$ cat src/rtl/countdown_timer.sv
// Countdown timer with a BCD MM:SS count, a clock-cycle prescaler that
// produces a one-second tick, and an IDLE/RUN/PAUSE/DONE control FSM.
//
// Handshake: there is no valid/ready pair here. load and start_stop are
// single-cycle strobes sampled on the rising clk edge. Every output changes
// only on that edge, except for the asynchronous reset.
module countdown_timer #(
   parameter int unsigned TICK_DIV = 50000000
) (
   input  logic       clk,
   input  logic       reset_n,
   input  logic       load,
   input  logic [7:0] preset_mm,
   input  logic [7:0] preset_ss,
   input  logic       start_stop,
   output logic [7:0] mm,
   output logic [7:0] ss,
   output logic       running,
   output logic       done,
   output logic       done_pulse,
   output logic [1:0] state_dbg
);

   localparam int unsigned   PW        = $clog2(TICK_DIV);
   localparam logic [PW-1:0] PRESC_MAX = PW'(TICK_DIV - 1);

   localparam logic [1:0] ST_IDLE  = 2'd0;
   localparam logic [1:0] ST_RUN   = 2'd1;
   localparam logic [1:0] ST_PAUSE = 2'd2;
   localparam logic [1:0] ST_DONE  = 2'd3;

   logic [1:0]    state;
   logic [PW-1:0] presc;
   logic          tick;
   logic [7:0]    dec_mm;
   logic [7:0]    dec_ss;
   logic          dec_zero;
   logic          cnt_zero;
   logic [7:0]    clamp_mm;
   logic [7:0]    clamp_ss;

   assign state_dbg = state;

   // One-second tick: last prescaler cycle while running.
   always_comb begin
      tick     = (state == ST_RUN) && (presc == PRESC_MAX);
      cnt_zero = (mm == 8'h00) && (ss == 8'h00);
   end

   // One-second BCD decrement with a borrow chain from ss units to mm tens.
   always_comb begin
      dec_mm = mm;
      dec_ss = ss;
      if (ss[3:0] != 4'd0) begin
         dec_ss[3:0] = ss[3:0] - 4'd1;
      end else begin
         dec_ss[3:0] = 4'd9;
         if (ss[7:4] != 4'd0) begin
            dec_ss[7:4] = ss[7:4] - 4'd1;
         end else begin
            dec_ss[7:4] = 4'd5;
            if (mm[3:0] != 4'd0) begin
               dec_mm[3:0] = mm[3:0] - 4'd1;
            end else begin
               dec_mm[3:0] = 4'd9;
               if (mm[7:4] != 4'd0) begin
                  dec_mm[7:4] = mm[7:4] - 4'd1;
               end else begin
                  dec_mm[7:4] = 4'd9;
               end
            end
         end
      end
      dec_zero = (dec_mm == 8'h00) && (dec_ss == 8'h00);
   end

   // Preset clamp: out-of-range BCD digits saturate to their largest legal value.
   always_comb begin
      clamp_mm[7:4] = (preset_mm[7:4] > 4'd9) ? 4'd9 : preset_mm[7:4];
      clamp_mm[3:0] = (preset_mm[3:0] > 4'd9) ? 4'd9 : preset_mm[3:0];
      clamp_ss[7:4] = (preset_ss[7:4] > 4'd5) ? 4'd5 : preset_ss[7:4];
      clamp_ss[3:0] = (preset_ss[3:0] > 4'd9) ? 4'd9 : preset_ss[3:0];
   end

   // Control FSM, prescaler and registered outputs. load outranks everything.
   always_ff @(posedge clk or negedge reset_n) begin
      if (!reset_n) begin
         state      <= ST_IDLE;
         presc      <= '0;
         mm         <= 8'h00;
         ss         <= 8'h00;
         running    <= 1'b0;
         done       <= 1'b0;
         done_pulse <= 1'b0;
      end else begin
         done_pulse <= 1'b0;
         if (load) begin
            state   <= ST_IDLE;
            presc   <= '0;
            mm      <= clamp_mm;
            ss      <= clamp_ss;
            running <= 1'b0;
            done    <= 1'b0;
         end else begin
            case (state)
               ST_IDLE: begin
                  // Starting from 00:00 would finish immediately; ignore it.
                  if (start_stop && !cnt_zero) begin
                     state   <= ST_RUN;
                     running <= 1'b1;
                  end
               end
               ST_RUN: begin
                  if (tick) begin
                     // The decrement lands on the tick edge itself.
                     presc <= '0;
                     mm    <= dec_mm;
                     ss    <= dec_ss;
                     if (dec_zero) begin
                        state      <= ST_DONE;
                        running    <= 1'b0;
                        done       <= 1'b1;
                        done_pulse <= 1'b1;
                     end else if (start_stop) begin
                        state   <= ST_PAUSE;
                        running <= 1'b0;
                     end
                  end else begin
                     presc <= presc + 1'b1;
                     if (start_stop) begin
                        state   <= ST_PAUSE;
                        running <= 1'b0;
                     end
                  end
               end
               ST_PAUSE: begin
                  // Prescaler keeps its value so the second resumes where it left off.
                  if (start_stop) begin
                     state   <= ST_RUN;
                     running <= 1'b1;
                  end
               end
               ST_DONE: begin
                  // Only load or reset leave DONE.
               end
               default: begin
                  state   <= ST_IDLE;
                  running <= 1'b0;
                  done    <= 1'b0;
               end
            endcase
         end
      end
   end

endmodule

$ cat config.mk
export PLATFORM = sky130hd
export DESIGN_NAME = countdown_timer
export DESIGN_NICKNAME = d
export VERILOG_FILES = /design/src/rtl/countdown_timer.sv
export SDC_FILE = /design/constraint.sdc
export NUM_CORES = 1
export LEC_CHECK = 0
export ABC_AREA = 1
export BUFFER_PORTS_ARGS = -buffer_cell sky130_fd_sc_hd__buf_4
export CAP_MARGIN = 20
export CELL_PAD_IN_SITES_DETAIL_PLACEMENT = 1
export CELL_PAD_IN_SITES_GLOBAL_PLACEMENT = 1
export CORE_MARGIN = 2
export CORE_UTILIZATION = 41
export DETAILED_ROUTE_END_ITERATION = 10
export PLACE_DENSITY_LB_ADDON = 0.1
export REMOVE_ABC_BUFFERS = 1
export SETUP_SLACK_MARGIN = 0.02
export SLEW_MARGIN = 20
export SYNTH_ARGS = -nofsm -noshare
export SYNTH_HDL_FRONTEND = slang
export SYNTH_SLANG_ARGS = --single-unit
$ cat constraint.sdc
create_clock -name clk -period 2.42 [get_ports clk]
set_clock_uncertainty 0.05 [all_clocks]
set_input_delay 0.121 -clock clk [delete_from_list [all_inputs] [get_ports clk]]
set_output_delay 0.121 -clock clk [all_outputs]
set_load 0.05 [all_outputs]
==> Word-level counts from Yosys, hierarchy flattened <==
Index checks and enable logic that the tools add are counted.
{ "classes": {"add_sub_neg": 5, "n_lt_le_gt_ge": 4, "eq_ne": 5, "muxes": 43, "reduce_logical": 21} }
{ "op_table": {"columns": ["cell", "count"], "rows": [
  ["two-way mux 26 bit", 3],
  ["two-way mux 8 bit", 8],
  ["two-way mux 4 bit", 10],
  ["zero test 8 bit", 4],
  ["adder 26 x 1 -> 26 bit, second input constant", 1],
  ["== test 26 bit, second input constant", 1],
  ["nonzero test 4 bit", 5],
  ["subtractor 4 x 1 -> 4 bit, second input constant", 4],
  ["two-way mux 1 bit", 14],
  ["greater-than comparator 4 bit, second input constant", 3],
  ["two-way mux 2 bit", 6],
  ["!= test 3 bit, second input constant", 2],
  ["one-hot mux 2 bit (3 select lines)", 1],
  ["AND reduction 3 bit", 2],
  ["nonzero test 2 bit", 3],
  ["greater-than comparator 4 x 3 -> 1 bit, second input constant", 1],
  ["logical AND 1 bit", 4],
  ["one-hot mux 1 bit (3 select lines)", 1],
  ["== test 2 x 1 -> 1 bit, second input constant", 1],
  ["== test 2 bit, second input constant", 1],
  ["zero test 2 bit", 1],
  ["AND reduction 2 bit", 1],
  ["zero test 1 bit", 1]
]} }
{ "word_totals": {"reg_bits": 47, "inputBits": 20, "output_inout_bits": 21, "wordCells": 85} }

==> Logic depth before layout (Yosys ltp) <==
Gate-level depths: netlist of the first run.
{ "logic_depth": {"depth_word": 11, "ltp_mapped": 15, "depth_no_buf": 15} }

==> Least setup slack after synthesis of the first run <==
Ideal clock, no wire load.
{ "synth_path": {"path_type": "flip-flop to flip-flop", "from": "reg ss[0]", "to": "reg running", "setup_time_ns": 0.118, "arrival_ns": 2.020, "t_required_ns": 2.252, "path_slack_ns": 0.233, "path_stages_with_launch": 16, "n_path_buf": 0, "synth_period_minus_slack_ns": 2.187, "path_cell_list": "dfrtp_1 > inv_1 > ha_1 > nand2_1 > nor2_4 > nand2_1 > nand2_1 > nand2_1 > nor2_1 > nand2_1 > nor2_1 > nand4_1 > nand2_1 > nand2_1 > nand2_1 > nand2_1"} }
{ "synth_between": {"elab_chain_cells": 8} }
{ "synth_rtl": {"columns": ["item", "line_no", "text"], "rows": [
  ["start, declared", "17", "output logic [7:0] ss,"],
  ["start signal, assigned", "101", "ss <= clamp_ss;"],
  ["start signal, assigned", "118", "ss <= dec_ss;"],
  ["subtractor 4 x 1 -> 4 bit or nonzero test 4 bit (tied branches)", "55, 54", null],
  ["two-way mux 4 bit or two-way mux 8 bit (tied branches)", "54", "if (ss[3:0] != 4'd0) begin"],
  ["zero test 8 bit", "74", "dec_zero = (dec_mm == 8'h00) && (dec_ss == 8'h00);"],
  ["logical AND 1 bit", "74", null],
  ["two-way mux 1 bit", "119", "if (dec_zero) begin"],
  ["two-way mux 1 bit", "114", "if (tick) begin"],
  ["one-hot mux 1 bit (3 select lines)", "105", "case (state)"],
  ["two-way mux 1 bit", "97", "if (load) begin"],
  ["end signal, assigned", "102", "running <= 1'b0;"],
  ["end signal, assigned", "110", "running <= 1'b1;"],
  ["end signal, assigned", "121", "running <= 1'b0;"],
  ["end, declared", "18", "output logic running,"]
]} }
Several ways; a longest one is shown, not always the timed one.
A chain may end at the register's enable or synchronous reset.

==> Worst setup path after layout of the first run <==
Ends and elaborated chain as after synthesis.

==> impl_metrics.json, run 1 <==
{
  "clockBufferDepth": 2,
  "die_h_um": 87.09,
  "avgSynthCellArea_sq_um": 7.257,
  "powerDensity_nw_per_um2": 597.9,
  "fin_tns_setup_ns": 0,
  "overflow": 0,
  "dp_hpwl_um": 6080,
  "routed_wl_um": 8038,
  "pin_count": 41,
  "status": "finished, final reports clean",
  "drt_iter0_drc": 77,
  "regArea_sq_um": 1176,
  "slew_headroom_pct": 58.56,
  "post-route-period-util_pct": 88.93,
  "insertedDiodeCount": 0,
  "cp-start-kind": "flip-flop",
  "cts_root_buf": "clkbuf_8",
  "tightest_slew_ns": 0.6215,
  "die_area_sq_um": 7584,
  "routedWlPerCell_um": 15.37,
  "slew_violations": 0,
  "crit_arrival_ns": 2.31,
  "synthesis.instances": 390,
  "yosys.cell_types.count": 37,
  "core_sq_um": 6719,
  "holdCritPathClass": "in2reg",
  "drive_gt1_share_pct": 17.83,
  "initial_core_util_pct": 42.12,
  "globalRouteTotalUtil_pct": 22.72,
  "cp-end-kind": "flip-flop",
  "ant_nets": 0,
  "cap_violations": 0,
  "yosys-top-cells-area": "dfrtp_1, nand2_1, nor2_1",
  "cts_buffers": 5,
  "grt_max_degree": 48,
  "clk_latency_ns": 0.31,
  "ys_async_sr_fraction_pct": 100.0,
  "grt_pass1_wl_um": 13430,
  "yosysMostFrequentCell": "nand2_1",
  "htree_levels": 2,
  "finalSetupViolCount": 0,
  "synth_seq_cells": 47,
  "row_count": 30,
  "ir_drop_v": 0.0002477,
  "nFillCells": 895,
  "ys_warn_count": 0,
  "seq_area_frac_synth_pct": 41.56,
  "portBuffers": 40,
  "finalNetCount": 466,
  "syn-cell-area_sq_um": 2830,
  "multi_input_area_sq_um": 1445,
  "required_ns": 2.58,
  "drc_errors": 0,
  "first_pass_iters": 4,
  "placed_cells": 508,
  "cts_sinks": 47,
  "synth_edf_count": 0,
  "finalHoldViolations": 0,
  "antenna_found_initial": 0,
  "vias_per_cell": 5.371,
  "leakagePower_nw": 1.576,
  "grt_pass1_vias": 2937,
  "yosysTopAreaCell": "dfrtp_1",
  "cts_tree": "done",
  "fp.dieW_um": 87.09,
  "via_count": 2809,
  "fmax_ghz": 0.4647,
  "gp_congestion": 0.8589,
  "synth_top_area_share_pct": 41.56,
  "period_needed_ns": 2.152,
  "clk_pin_slew_ns": 0.09,
  "fin_cells": 523,
  "critPathKind": "reg2reg",
  "synth_ff_type": "dfrtp_1",
  "synthTopCellsByCount": "nand2_1, nor2_1, dfrtp_1",
  "cp_max_fo": 7,
  "area_delta_synth_final_pct": 20.65
}
cell type report:
cell class                 instances  area share (%)
tap                               80           2.931
clock buffer                       6           2.418
sequential                        47           34.44
timing repair buffer              51           11.36
clock inverter                     2           1.026
multi-input combinational        287           42.32
inverter                          50           5.497
logic make-up after synthesis:
group	after synthesis	synth area share, %
AOI/OAI and AO/OA	64	13.57
and+or+nand+nor	209	32.36
buffers and inverters	56	7.648
xor gates and xnor gates	10	3.095
DFF	47	41.56
adders and majority gates	4	1.768
layer usage:
metal | GRT usage (%) | wire length (um)
met1 | 25.92 | 3500
met2 | 43.03 | 4217
met3 | 3.318 | 197
met4 | 7.244 | 123
met5 | 0 | 0
flip-flops by register name, indices dropped and copies added, names as in the netlist:
name,flops
done,1
done_pulse,1
mm,8
presc,26
running,1
ss,8
state_dbg,2
through the flow:
stage	area [sq um]	utilization, %	total power [mW]	worst slack [ns]	hold WS (ns)
global route	3415	50.82	2.140	-0.001025	0.03491
global placement	3232	48.10	1.414	0.2983	0.1256
finish	3415	50.82	2.042	0.2679	0.01557
floorplan	2801	-	1.236	0.1118	-0.2246
CTS	3369	50.15	2.048	0.1433	0.008205
detailed placement	3232	48.10	1.430	0.1512	0.1236
timing repair:
action / in CTS / in global routing
hold buffers: 2 / 0
endpoints found under the hold margin: 48 / 0
gates resized for setup: 0 / 4
buffers inserted: 0 / 5
setup endpoints to repair: 0 / 4
critical path, stage by stage (launching register included):
cell and delay [ns]:
dfrtp_1 0.41, inv_2 0.11, ha_1 0.19, nand2_1 0.11, nor2_4 0.20, nand3_1 0.14
nand2_1 0.08, nand2_1 0.07, inv_1 0.06, nand2_1 0.06, nor2_2 0.12, nand4_1 0.18
nand2_1 0.13, nand2_1 0.05, nand2_1 0.06, nand2_1 0.04
power by group:
group | internal [mW] | total, mW | switching [mW]
Combinational | 0.170 | 0.548 | 0.378
Sequential | 0.830 | 0.883 | 0.0534
Clock | 0.335 | 0.610 | 0.275
layout by cell type, fill, tap and decap left out, types with 2 or more instances in the layout:
cell,synthesis,final
nand2_1,95,95
nor2_1,51,50
buf_4,1,49
dfrtp_1,47,47
inv_1,41,39
nand3_1,30,30
o21ai_1,15,15
o21ai_0,14,14
nor3_1,14,14
a21oi_1,13,13
inv_2,8,10
a31oi_1,9,9
nand4_1,8,8
xor2_1,8,8
clkbuf_8,0,6
ha_1,4,4
nor2_4,2,3
nor2_2,3,3
nor3_2,2,2
xnor2_1,2,2
o211ai_1,2,2
o221ai_1,2,2
dlygate4sd3_1,0,2
path summary, 6_finish.rpt:
| check | startpoint | end | slack, ns | depth (start not counted) |
|---|---|---|---|---|
| setup reg to reg | ss[0] | running | 0.27 | 15 |
| hold / removal | preset_mm[3] | mm[3] | 0.02 | 3 |
| hold reg to reg | running | running | 0.48 | 2 |
| setup / recovery | ss[0] | running | 0.27 | 15 |
| min in group asynchronous | reset_n | ss[2] | 0.33 | 2 |
| max in group asynchronous | reset_n | presc[23] | 1.57 | 2 |
(Power assumes the default switching activity.)
==> inputs of run 2 (changes only) <==
clock period = 2.26 ns   (was 2.42 ns; I/O delays follow)
==> run 2 against run 1 <==
Global-route usage shrank 0.89 points; sequential share of layout area shrank 0.36 points; hold slack gained 0.0032 ns; register-to-register slack lost 0.17 ns; die area is the same; first-iteration DRC count grew 84%; largest cell class unchanged; cell count is the same; final area grew 1.1%; clock power grew 1%; setup slack lost 0.17 ns.
==> impl_metrics.json, run 2 (synthesis results as in run 1) <==
{
  "mostFrequentLayoutCells": "nand2_1, buf_4, nor2_1",
  "swShare_pct": 35.11,
  "post-route-period-util_pct": 95.74,
  "pwr-share-seq_pct": 43.6,
  "grt_pass1_vias": 2862,
  "ir_drop_v": 0.0002495,
  "globalRouteTotalUtil_pct": 21.83,
  "area_delta_synth_final_pct": 21.93,
  "portBuffers": 40,
  "leakagePower_nw": 1.578,
  "final_util_pct": 51.36,
  "crit_arrival_ns": 2.32,
  "required_ns": 2.41,
  "cts_buffers": 5,
  "status": "finished, final reports clean",
  "initial_core_util_pct": 42.12,
  "r2r-start": "ss[0]",
  "powerDensity_nw_per_um2": 627.6,
  "cts_sinks": 47,
  "drc_errors": 0,
  "cp-start-kind": "flip-flop",
  "finalPower_mw": 2.166,
  "fin_cells": 523,
  "cp_max_fo": 4,
  "largest_reg_flops": 26,
  "drive_gt1_share_pct": 19.86,
  "die_area_sq_um": 7584,
  "layout_setup_ws_ns": 0.09627,
  "ff2ff_path_depth": 16,
  "core_sq_um": 6719,
  "die_h_um": 87.09,
  "ant_nets": 0,
  "placed_cells": 510,
  "clk_latency_ns": 0.30,
  "finalHoldViolations": 0,
  "cts_root_buf": "clkbuf_8",
  "critPathKind": "reg2reg",
  "final_common_cell": "nand2_1",
  "clockBufferDepth": 2,
  "clk_pin_slew_ns": 0.09,
  "startpoint": "ss[0]",
  "share_comb_of_total_power_pct": 27.9,
  "hp-start": "preset_mm[3]",
  "finalSetupViolCount": 0,
  "finalNetCount": 467,
  "pin_count": 41,
  "reg_top3": "presc x26, mm x8, ss x8",
  "cap_violations": 0,
  "holdCritPathClass": "in2reg",
  "via_count": 2807,
  "gp_congestion": 0.8487,
  "dp_hpwl_um": 5991,
  "slew_violations": 0,
  "cp-end-kind": "flip-flop",
  "overflow": 0,
  "p_clk_share_pct": 28.4,
  "rsz0062_at_grt": "yes",
  "row_count": 30,
  "grt_pass1_wl_um": 13020,
  "fin_tns_setup_ns": 0,
  "grt_max_degree": 48,
  "fmax_ghz": 0.4622,
  "min_path_cells": 3,
  "routed_wl_um": 8105,
  "dp_slack_ns": 0.08716,
  "vias_per_cell": 5.367,
  "power.internal_mw": 1.405,
  "routedWlPerCell_um": 15.50,
  "tightest_slew_ns": 0.6235,
  "fp.dieW_um": 87.09,
  "slew_headroom_pct": 58.43,
  "drt_iter0_drc": 142,
  "antenna_found_initial": 0,
  "power_switching_uw": 760.5,
  "cts_tree": "done",
  "first_pass_iters": 4,
  "top_register": "presc",
  "insertedDiodeCount": 0,
  "period_needed_ns": 2.164,
  "htree_levels": 2
}
==> run 2: area by class of cell <==
| class | count | area (sq um) |
|---|---|---|
| fill | 878 | 3268 |
| multi-input combinational | 287 | 1489 |
| inverter | 50 | 187.7 |
| tap | 80 | 100.1 |
| timing repair buffer | 52 | 395.4 |
| clock buffer | 6 | 72.57 |
| sequential | 47 | 1176 |
| clock inverter | 1 | 30.03 |
==> run 2: critical path, cell delays in order (launching register included) <==
cell     delay, ns
dfrtp_1       0.42
inv_2         0.11
buf_4         0.13
ha_1          0.15
inv_1         0.04
nand2_1       0.05
nand2_1       0.08
a21oi_1       0.20
nand2_1       0.07
nor2_1        0.09
nand2_1       0.09
nor2_2        0.13
nand4_1       0.19
nand2_1       0.12
nand2_1       0.05
nand2_1       0.05
nand2_1       0.04
==> run 2: power by group through the flow <==
stage	clock [mW]	combinational (mW)	sequential, mW
after floorplan	0	0.229	1.09
after global placement	0	0.562	0.958
after detailed placement	0	0.571	0.960
after CTS	0.635	0.574	0.944
after global routing	0.662	0.659	0.952
final	0.616	0.605	0.945
==> run 2: metal layers <==
layer	share of wire, %	vias up	GRT usage, %
met1	45	1361	25.64
li1	-	1396	-
met4	1.7	0	7.102
met5	0	-	0
met3	2.3	12	2.938
met2	51	38	40.60
==> run 2: through the flow <==
stage                     area (sq um)  hold slack [ns]
after CTS                         3369          0.01144
after global placement            3247           0.1198
final                             3451          0.01879
after floorplan                   2801          -0.2326
after detailed placement          3247           0.1225
after global routing              3451          0.04902
==> run 2: path summary, 6_finish.rpt <==
check / end / slack, ns
worst max-delay path: running / 0.1
worst min-delay path: mm[3] / 0.02
worst max register to register: running / 0.1
worst min register to register: done / 0.48
max in group asynchronous: state_dbg[1] / 1.40
min in group asynchronous: ss[2] / 0.33
==> run 2: repair_timing <==
action | CTS | global route
endpoints found under the hold margin | 48 | 0
hold buffers | 2 | 0
endpoints found under the setup margin | 0 | 4
gates resized for setup | 0 | 16
setup buffers | 0 | 4
==> inputs of run 3 (changes only) <==
clock period = 2.4 ns   (was 2.26 ns; I/O delays follow)
==> run 3 against run 2 <==
Hold slack worse by 0.0067 ns; critical path depth is 1 lower; utilization is 1.3 points lower; clock-buffer cell count is 1 lower; cell count is 0.57% lower; register-to-register slack better by 0.17 ns; global-route usage is 0.44 points higher; die area stayed put; setup slack better by 0.17 ns; non-clock buffer count is 4 lower; clock power is 20% lower.
==> impl_metrics.json, run 3 (synthesis results as in run 1) <==
{
  "postPlaceCellArea_sq_um": 3232,
  "crit_family": "simple AND/OR/NAND/NOR gates",
  "ant_nets": 0,
  "rsz0062_at_grt": "no",
  "top_register": "presc",
  "cts_sinks": 47,
  "finalNetCount": 463,
  "cts_tree": "done",
  "vias_per_cell": 5.373,
  "clockBufferDepth": 2,
  "fin_cells": 520,
  "final_common_cell": "nand2_1",
  "crit_arrival_ns": 2.30,
  "p_clk_share_pct": 25.7,
  "critPathKind": "reg2reg",
  "grt_pass1_vias": 2782,
  "htree_levels": 2,
  "fmax_ghz": 0.4676,
  "slowest_stage": "dfrtp_1",
  "crit_chain": "inv_2 > ha_1 > nand2_1 > nor2_4 > nand2_1 > nand2_1 > nand2_1 > nor2_1 > nand2_1 > nor2_2 > nand4_1 > nand2_1 > nand2_1 > nand2_1 > nand2_1",
  "share_comb_of_total_power_pct": 28.0,
  "drive_gt1_share_pct": 17.27,
  "dp_hpwl_um": 5823,
  "hold_ws_ns": 0.01204,
  "path_buf_inv": 1,
  "period_needed_ns": 2.139,
  "mostFrequentLayoutCells": "nand2_1, nor2_1, dfrtp_1",
  "routedWlPerCell_um": 14.88,
  "cts_buffers": 5,
  "fin_tns_setup_ns": 0,
  "cp-start-kind": "flip-flop",
  "insertedDiodeCount": 0,
  "initial_core_util_pct": 42.12,
  "placed_cells": 508,
  "slew_headroom_pct": 57.96,
  "clk_latency_ns": 0.31,
  "fp.dieW_um": 87.09,
  "slew_violations": 0,
  "row_count": 30,
  "swShare_pct": 37.34,
  "reg_top3": "presc x26, mm x8, ss x8",
  "nFillCells": 872,
  "post-route-period-util_pct": 89.10,
  "drt_iter0_drc": 83,
  "gp_congestion": 0.8650,
  "routed_wl_um": 7738,
  "required_ns": 2.56,
  "finalSetupViolCount": 0,
  "status": "finished, final reports clean",
  "via_count": 2794,
  "ir_drop_v": 0.0003264,
  "die_area_sq_um": 7584,
  "grt_max_degree": 48,
  "pin_count": 41,
  "power.internal_mw": 1.205,
  "overflow": 0,
  "grt_pass1_wl_um": 13190,
  "die_h_um": 87.09,
  "first_pass_iters": 4,
  "area_delta_synth_final_pct": 18.83,
  "leakagePower_nw": 1.541,
  "cap_violations": 0,
  "powerDensity_nw_per_um2": 571.9,
  "cp-end-kind": "flip-flop",
  "finalPower_mw": 1.924,
  "portBuffers": 40,
  "max_stage_delay_ns": 0.42,
  "clk_pin_slew_ns": 0.10,
  "final_area_sq_um": 3363,
  "antenna_found_initial": 0,
  "cpMostUsedCell": "nand2_1",
  "power_switching_uw": 718.2,
  "drc_errors": 0,
  "cp_max_fo": 7,
  "cts_root_buf": "clkbuf_8",
  "finalHoldViolations": 0,
  "holdCritPathClass": "in2reg",
  "core_sq_um": 6719,
  "pwr-share-seq_pct": 46.2,
  "globalRouteTotalUtil_pct": 22.27,
  "tightest_slew_ns": 0.6306,
  "largest_reg_flops": 26
}
## run 3: timing repair
item,in CTS,in global routing
resized for setup,0,4
hold buffers,2,0
endpoints found under the hold margin,48,0
endpoints found under the setup margin,0,3
buffers inserted,0,2
## run 3: stage by stage
stage,util [%],setup WS (ns)
2_1_floorplan,-,0.09181
3_3_place_gp,48.10,0.2639
3_5_place_dp,48.10,0.1833
4_1_cts,49.72,0.1740
5_1_grt,50.06,0.01694
6_report,50.06,0.2615
## run 3: power by group through the flow
stage | combinational, mW | clock [mW] | sequential [mW]
after floorplan | 0.215 | 0 | 1.03
after global placement | 0.525 | 0 | 0.903
after detailed placement | 0.533 | 0 | 0.903
after CTS | 0.538 | 0.517 | 0.889
after global routing | 0.595 | 0.545 | 0.897
final | 0.539 | 0.495 | 0.889
## run 3: routing by layer
metal / part of all wire (%) / GRT usage (%) / up-vias
li1: - / - / 1386
met1: 45 / 27.78 / 1357
met2: 51 / 39.69 / 42
met3: 3.0 / 3.507 / 9
met4: 1.1 / 6.250 / 0
met5: 0 / 0 / -
## run 3: final cells by class
type / instances / area (sq um) / share of cell area, %
Clock inverter: 3 / 20.02 / 0.5952
Clock buffer: 5 / 68.82 / 2.046
Multi-Input combinational cell: 287 / 1445 / 42.97
Inverter: 50 / 187.7 / 5.580
Timing Repair Buffer: 48 / 365.4 / 10.86
Sequential cell: 47 / 1176 / 34.97
Tap cell: 80 / 100.1 / 2.976
## run 3: final timing paths
check,start,to,slack (ns),cells after the start
max reg2reg,ss[0],running,0.26,15
max in group asynchronous,reset_n,presc[11],1.55,2
min in group asynchronous,reset_n,ss[2],0.31,2
min,preset_mm[3],mm[3],0.01,3
max,ss[0],running,0.26,15
min reg2reg,running,running,0.47,2
## run 3: worst reg2reg max path, stage by stage, from the launching register on
cell	delay, ns
dfrtp_1	0.42
inv_2	0.12
ha_1	0.19
nand2_1	0.10
nor2_4	0.20
nand2_1	0.12
nand2_1	0.07
nand2_1	0.05
nor2_1	0.11
nand2_1	0.09
nor2_2	0.11
nand4_1	0.17
nand2_1	0.10
nand2_1	0.05
nand2_1	0.05
nand2_1	0.04
